`src/rtl/lcd_char_writer.sv`:
```
// rtl/lcd_char_writer.sv - 32-char frame capture and HD44780 4-bit refresh engine
module lcd_char_writer #(
  parameter logic [31:0] INIT_WAIT = 32'd2_000_000,
  parameter logic [15:0] E_CYCLES  = 16'd25,
  parameter logic [31:0] CMD_WAIT  = 32'd5_000,
  parameter logic [31:0] CLR_WAIT  = 32'd200_000
) (
  input  logic       CLK,
  input  logic       RST,
  input  logic [7:0] char_i,
  input  logic       valid_i,
  output logic       busy_o,
  output logic       lcd_e,
  output logic       lcd_rs,
  output logic       lcd_rw,
  output logic [3:0] lcd_db
);

  typedef enum logic [2:0] {PWR, INIT, IDLE, ADDR1, LINE1, ADDR2, LINE2} state_t;
  typedef enum logic [2:0] {PH_LOAD, PH_SETUP, PH_EHI, PH_ELO, PH_WAIT} phase_t;

  state_t      state;
  phase_t      phase;
  logic [31:0] cnt;
  logic [3:0]  step;
  logic [7:0]  cur_byte;
  logic        cur_is_byte;
  logic        low_nib;

  logic [7:0]  buffer [32];
  logic [4:0]  ptr;
  logic        pending;
  logic        take;

  logic [7:0]  item_byte;
  logic        item_rs;
  logic        item_is_byte;
  logic        long_wait;
  logic [31:0] wait_lim;
  logic        e_done;
  logic        w_done;

  assign lcd_rw    = 1'b0;
  assign take      = (state == IDLE) && pending;
  // The 0x01 clear and the very first init nibble need the long settle time
  assign long_wait = ((state == INIT) && (step == 4'd0)) ||
                     (cur_is_byte && !lcd_rs && (cur_byte == 8'h01));
  assign wait_lim  = long_wait ? CLR_WAIT : CMD_WAIT;
  assign e_done    = (cnt + 32'd1) >= {16'd0, E_CYCLES};
  assign w_done    = (cnt + 32'd1) >= wait_lim;

  // Frame capture: bursts always start at address 0; only a full 32-char burst arms a refresh
  always_ff @(posedge CLK or negedge RST) begin
    if (!RST) begin
      ptr     <= 5'd0;
      pending <= 1'b0;
      for (int i = 0; i < 32; i++) buffer[i] <= 8'h20;
    end else begin
      if (valid_i) begin
        buffer[ptr] <= char_i;
        ptr         <= ptr + 5'd1;
      end else begin
        ptr <= 5'd0;
      end
      if (valid_i && (ptr == 5'd31)) pending <= 1'b1;
      else if (take)                 pending <= 1'b0;
    end
  end

  // Select the nibble/byte the current state and step want to put on the bus
  always_comb begin
    item_byte    = 8'h00;
    item_rs      = 1'b0;
    item_is_byte = 1'b1;
    case (state)
      INIT: begin
        case (step)
          4'd0, 4'd1, 4'd2: begin item_byte = 8'h30; item_is_byte = 1'b0; end
          4'd3:             begin item_byte = 8'h20; item_is_byte = 1'b0; end
          4'd4:             item_byte = 8'h28;
          4'd5:             item_byte = 8'h0C;
          4'd6:             item_byte = 8'h06;
          default:          item_byte = 8'h01;
        endcase
      end
      ADDR1: item_byte = 8'h80;
      ADDR2: item_byte = 8'hC0;
      LINE1, LINE2: begin
        item_byte = buffer[{state == LINE2, step}];
        item_rs   = 1'b1;
      end
      default: ;
    endcase
  end

  // Main sequencer: power-on wait, init, idle, and the two-line refresh, each item run through load/setup/e-high/e-low/wait
  always_ff @(posedge CLK or negedge RST) begin
    if (!RST) begin
      state       <= PWR;
      phase       <= PH_LOAD;
      cnt         <= 32'd0;
      step        <= 4'd0;
      cur_byte    <= 8'h00;
      cur_is_byte <= 1'b0;
      low_nib     <= 1'b0;
      lcd_e       <= 1'b0;
      lcd_rs      <= 1'b0;
      lcd_db      <= 4'h0;
      busy_o      <= 1'b1;
    end else begin
      case (state)
        PWR: begin
          if ((cnt + 32'd1) >= INIT_WAIT) begin
            state <= INIT;
            step  <= 4'd0;
            cnt   <= 32'd0;
            phase <= PH_LOAD;
          end else begin
            cnt <= cnt + 32'd1;
          end
        end
        IDLE: begin
          if (pending) begin
            state  <= ADDR1;
            step   <= 4'd0;
            cnt    <= 32'd0;
            phase  <= PH_LOAD;
            busy_o <= 1'b1;
          end
        end
        default: begin
          case (phase)
            PH_LOAD: begin
              cur_byte    <= item_byte;
              cur_is_byte <= item_is_byte;
              low_nib     <= 1'b0;
              lcd_rs      <= item_rs;
              lcd_db      <= item_byte[7:4];
              phase       <= PH_SETUP;
            end
            PH_SETUP: begin
              lcd_e <= 1'b1;
              cnt   <= 32'd0;
              phase <= PH_EHI;
            end
            PH_EHI: begin
              if (e_done) begin
                lcd_e <= 1'b0;
                cnt   <= 32'd0;
                phase <= PH_ELO;
              end else begin
                cnt <= cnt + 32'd1;
              end
            end
            PH_ELO: begin
              if (e_done) begin
                cnt <= 32'd0;
                if (cur_is_byte && !low_nib) begin
                  low_nib <= 1'b1;
                  lcd_db  <= cur_byte[3:0];
                  phase   <= PH_SETUP;
                end else begin
                  phase <= PH_WAIT;
                end
              end else begin
                cnt <= cnt + 32'd1;
              end
            end
            PH_WAIT: begin
              if (w_done) begin
                cnt   <= 32'd0;
                phase <= PH_LOAD;
                case (state)
                  INIT: begin
                    if (step == 4'd7) begin state <= IDLE; busy_o <= 1'b0; end
                    step <= step + 4'd1;
                  end
                  ADDR1: begin state <= LINE1; step <= 4'd0; end
                  LINE1: begin
                    if (step == 4'd15) state <= ADDR2;
                    step <= step + 4'd1;
                  end
                  ADDR2: begin state <= LINE2; step <= 4'd0; end
                  default: begin
                    if (step == 4'd15) begin state <= IDLE; busy_o <= 1'b0; end
                    step <= step + 4'd1;
                  end
                endcase
              end else begin
                cnt <= cnt + 32'd1;
              end
            end
            default: phase <= PH_LOAD;
          endcase
        end
      endcase
    end
  end

endmodule
```
`config.mk`:
```
export PLATFORM = sky130hd
export DESIGN_NAME = lcd_char_writer
export DESIGN_NICKNAME = d
export VERILOG_FILES = /design/src/rtl/lcd_char_writer.sv
export SDC_FILE = /design/constraint.sdc
export NUM_CORES = 1
export LEC_CHECK = 0
export ABC_AREA = 1
export BUFFER_PORTS_ARGS = -buffer_cell sky130_fd_sc_hd__buf_4
export CORE_MARGIN = 2
export CORE_UTILIZATION = 67
export CTS_CLUSTER_DIAMETER = 60
export DETAILED_ROUTE_END_ITERATION = 8
export PLACE_DENSITY = 0.84
export SLEW_MARGIN = 15
export SYNTH_ARGS = -nofsm -noshare
export SYNTH_HDL_FRONTEND = slang
export SYNTH_SLANG_ARGS = --single-unit
```
`constraint.sdc`:
```
create_clock -name CLK -period 5.6 [get_ports CLK]
set_input_delay 0.56 -clock CLK [delete_from_list [all_inputs] [get_ports CLK]]
set_output_delay 0.56 -clock CLK [all_outputs]
set_load 0.05 [all_outputs]
```
==> reports/results.ini <==
[critical_path]
required_ns=6.05
critPathKind=flop to flop
r2r_start=step[0]
end_kind=flop
crit_start=step[0]
reg2reg_depth=17
start_kind=flop
arrival_ns=3.94
cp_max_fo=69

[route]
vias=14570
drt_first_pass_iters=5
drt_iter0_markers=1919
routed_via_density=6.122
wl_mm=44.61
routedWlPerCell_um=18.75
drc_errors=0
antenna_left=0

[final_layout]
layout-drive-gt1-share_pct=8.808
syn_to_final_growth_pct=8.064
antenna_cells=0
final_util_pct=73.10
multi_input_area_um2=7213
seq_area_um2=8079
fill_cells=1854
fin_nets=2058

[timing]
period_share_pct=62.46
layout_setup_ws_ns=2.102
period_needed_ns=3.498
fmax_ghz=0.2859
worst_slew_pin_slew_ns=1.147
slew_headroom_pct=23.24
setup_violations=0
rsz0062_at_grt=no
slew_viol_final=0
finClkSkew_ns=0.01033
hold_violations=0
setup_tns_ns=0

[clock_tree]
ctsHoldBuffers=0
clk_pin_slew_ns=0.06
cts.repair.resized=0
cts_max_path_buffers=3
htreeDepth=2
post_cts.repair.setup_buffers=0
insertion_delay_ns=0.52
cts_buffers=35
cts.sinks=321
tritoncts=yes
cts_root_buf=clkbuf_16

[placed_design]
io_buffers=17
dpl.hpwl_mm=29.41
dp_slack_ns=2.187
gp_congestion=0.9972

[floorplan]
initial_utilization_pct=67.65
pin_count=19
die_w_um=160.0
core_um2=24110
die_y_um=160.0
row_count=57
die_area_um2=25600

[global_routing]
grt_pass1_vias=13780
globalRoute.totalOverflow=0
grt_max_degree=124
globalRouteTotalUtil_pct=35.36
grt_pass1_wl_mm=72.68
grt_antenna_before_repair=0

[synthesis]
synth.most_common_cell=nand2_1
synth_common_cells=479 x nand2_1, 343 x o21ai_0, 288 x dfrtp_1
yosys.cell_types.count=55
syn-cell-area_um2=16310
synth.top_cell.area_share_pct=44.20
synthTopCellsByArea=dfrtp_1 44%, nand2_1 11%, o21ai_0 11%
synth_warnings=0
synth_area_leader_cell=dfrtp_1
ys_seq_area_share_pct=49.51
synth-edff-count=0
synth_top_flop_cell=dfrtp_1
syn-num-nets=2110
async_flop_share_pct=100.0
synth_seq_cells=321
postSynthAreaPerCell_um2=7.829
synthCells=2083

[flow_run]
maxCapViolCount=0

[power_and_ir_drop]
power.density_nw_per_um2=289.6
irDropWorstVdd_mv=0.2491
p_leak_nw=8.187
power_mw=5.103

[worst_hold_path]
hp-class=primary input to async pin

[outcome]
outcome=finished clean

## layout by cell type (no fill, tap or decap), types with 8 or more instances in the layout
cell type and n:
nor2_1 242, nand2_1 479, clkbuf_16 35, o22ai_1 32
o221ai_1 11, o21ai_0 343, nand4_1 33, dfstp_2 33
nand3_1 109, nor2_4 12, clkbuf_8 9, o211ai_1 13
nor3_1 14, buf_4 26, inv_1 137, dfrtp_1 286
nor2_2 9, a21oi_1 107, nand2_2 12, ha_1 16
nand3_2 8, clkbuf_1 9
## cell families after synthesis
| logic type | count (synthesis) | synth area share [%] |
|---|---|---|
| and+or+nand+nor | 933 | 24.61 |
| AOI/OAI and AO/OA | 536 | 17.71 |
| DFF | 321 | 49.51 |
| buffers and inverters | 266 | 6.269 |
| adders and majority gates | 16 | 1.228 |
| xor gates and xnor gates | 8 | 0.5217 |
| muxes | 2 | 0.1228 |
| other | 1 | 0.02300 |
## cell type report
cell class / instances / area share, %
inverter: 149 / 3.181
clock buffer: 53 / 5.865
tap: 324 / 2.300
multi-input combinational: 1496 / 40.93
sequential: 321 / 45.85
timing repair buffer: 28 / 1.306
clock inverter: 8 / 0.5680
## worst max-delay path: stages (launching register included)
cell and delay (ns):
dfrtp_4 0.86, clkinv_2 0.16, ha_1 0.28, nand2_1 0.14, nor2_1 0.07, nor2_1 0.42, ha_1 0.35, nand3_1 0.10
nand2_1 0.05, inv_1 0.04, nand2_1 0.05, a21oi_1 0.12, nand2_1 0.06, nand2_1 0.10, nand4_1 0.22, nand3_2 0.26
nand2_1 0.08, nand2_1 0.06
## power breakdown
part           internal (mW)  total [mW]  switching (mW)
combinational         0.0836       0.290           0.206
clock                   1.37        2.30           0.931
sequential              2.45        2.52          0.0641
total                   3.90        5.10            1.20
## sequential cells by signal, summed over array words and instances, names as in the netlist, 3 cells and up
register	flops
lcd_db	4
cur_byte	8
phase	3
cnt	32
buffer	256
state	3
step	4
ptr	5
## stage by stage
| step | cell area [um2] | hold WS, ns | std cells |
|---|---|---|---|
| after floorplan | 16310 | 0.2644 | 2083 |
| final | 17620 | 0.1316 | 2379 |
| after detailed placement | 16490 | 0.4677 | 2318 |
| after global routing | 17620 | 0.2014 | 2379 |
| after CTS | 17620 | 0.1678 | 2379 |
| after global placement | 16490 | 0.4608 | 2318 |
## final timing paths
check | slack [ns] | end
worst min-delay path | 0.13 | buffer[57]
min in group CLK | 0.31 | ptr[0]
worst max register to register | 2.10 | cnt[3]
max in group asynchronous | 4.22 | buffer[91]
worst min register to register | 0.48 | cur_byte[6]
worst max-delay path | 2.10 | cnt[3]
## routing by layer
metal	global-route usage, %	vias to the layer above	share of wire, %
met1	47.68	6899	40
met4	16.63	0	4.6
met3	6.052	150	8.4
li1	-	6794	-
met5	0	-	0
met2	56.53	722	47
(Power assumes the default switching activity.)
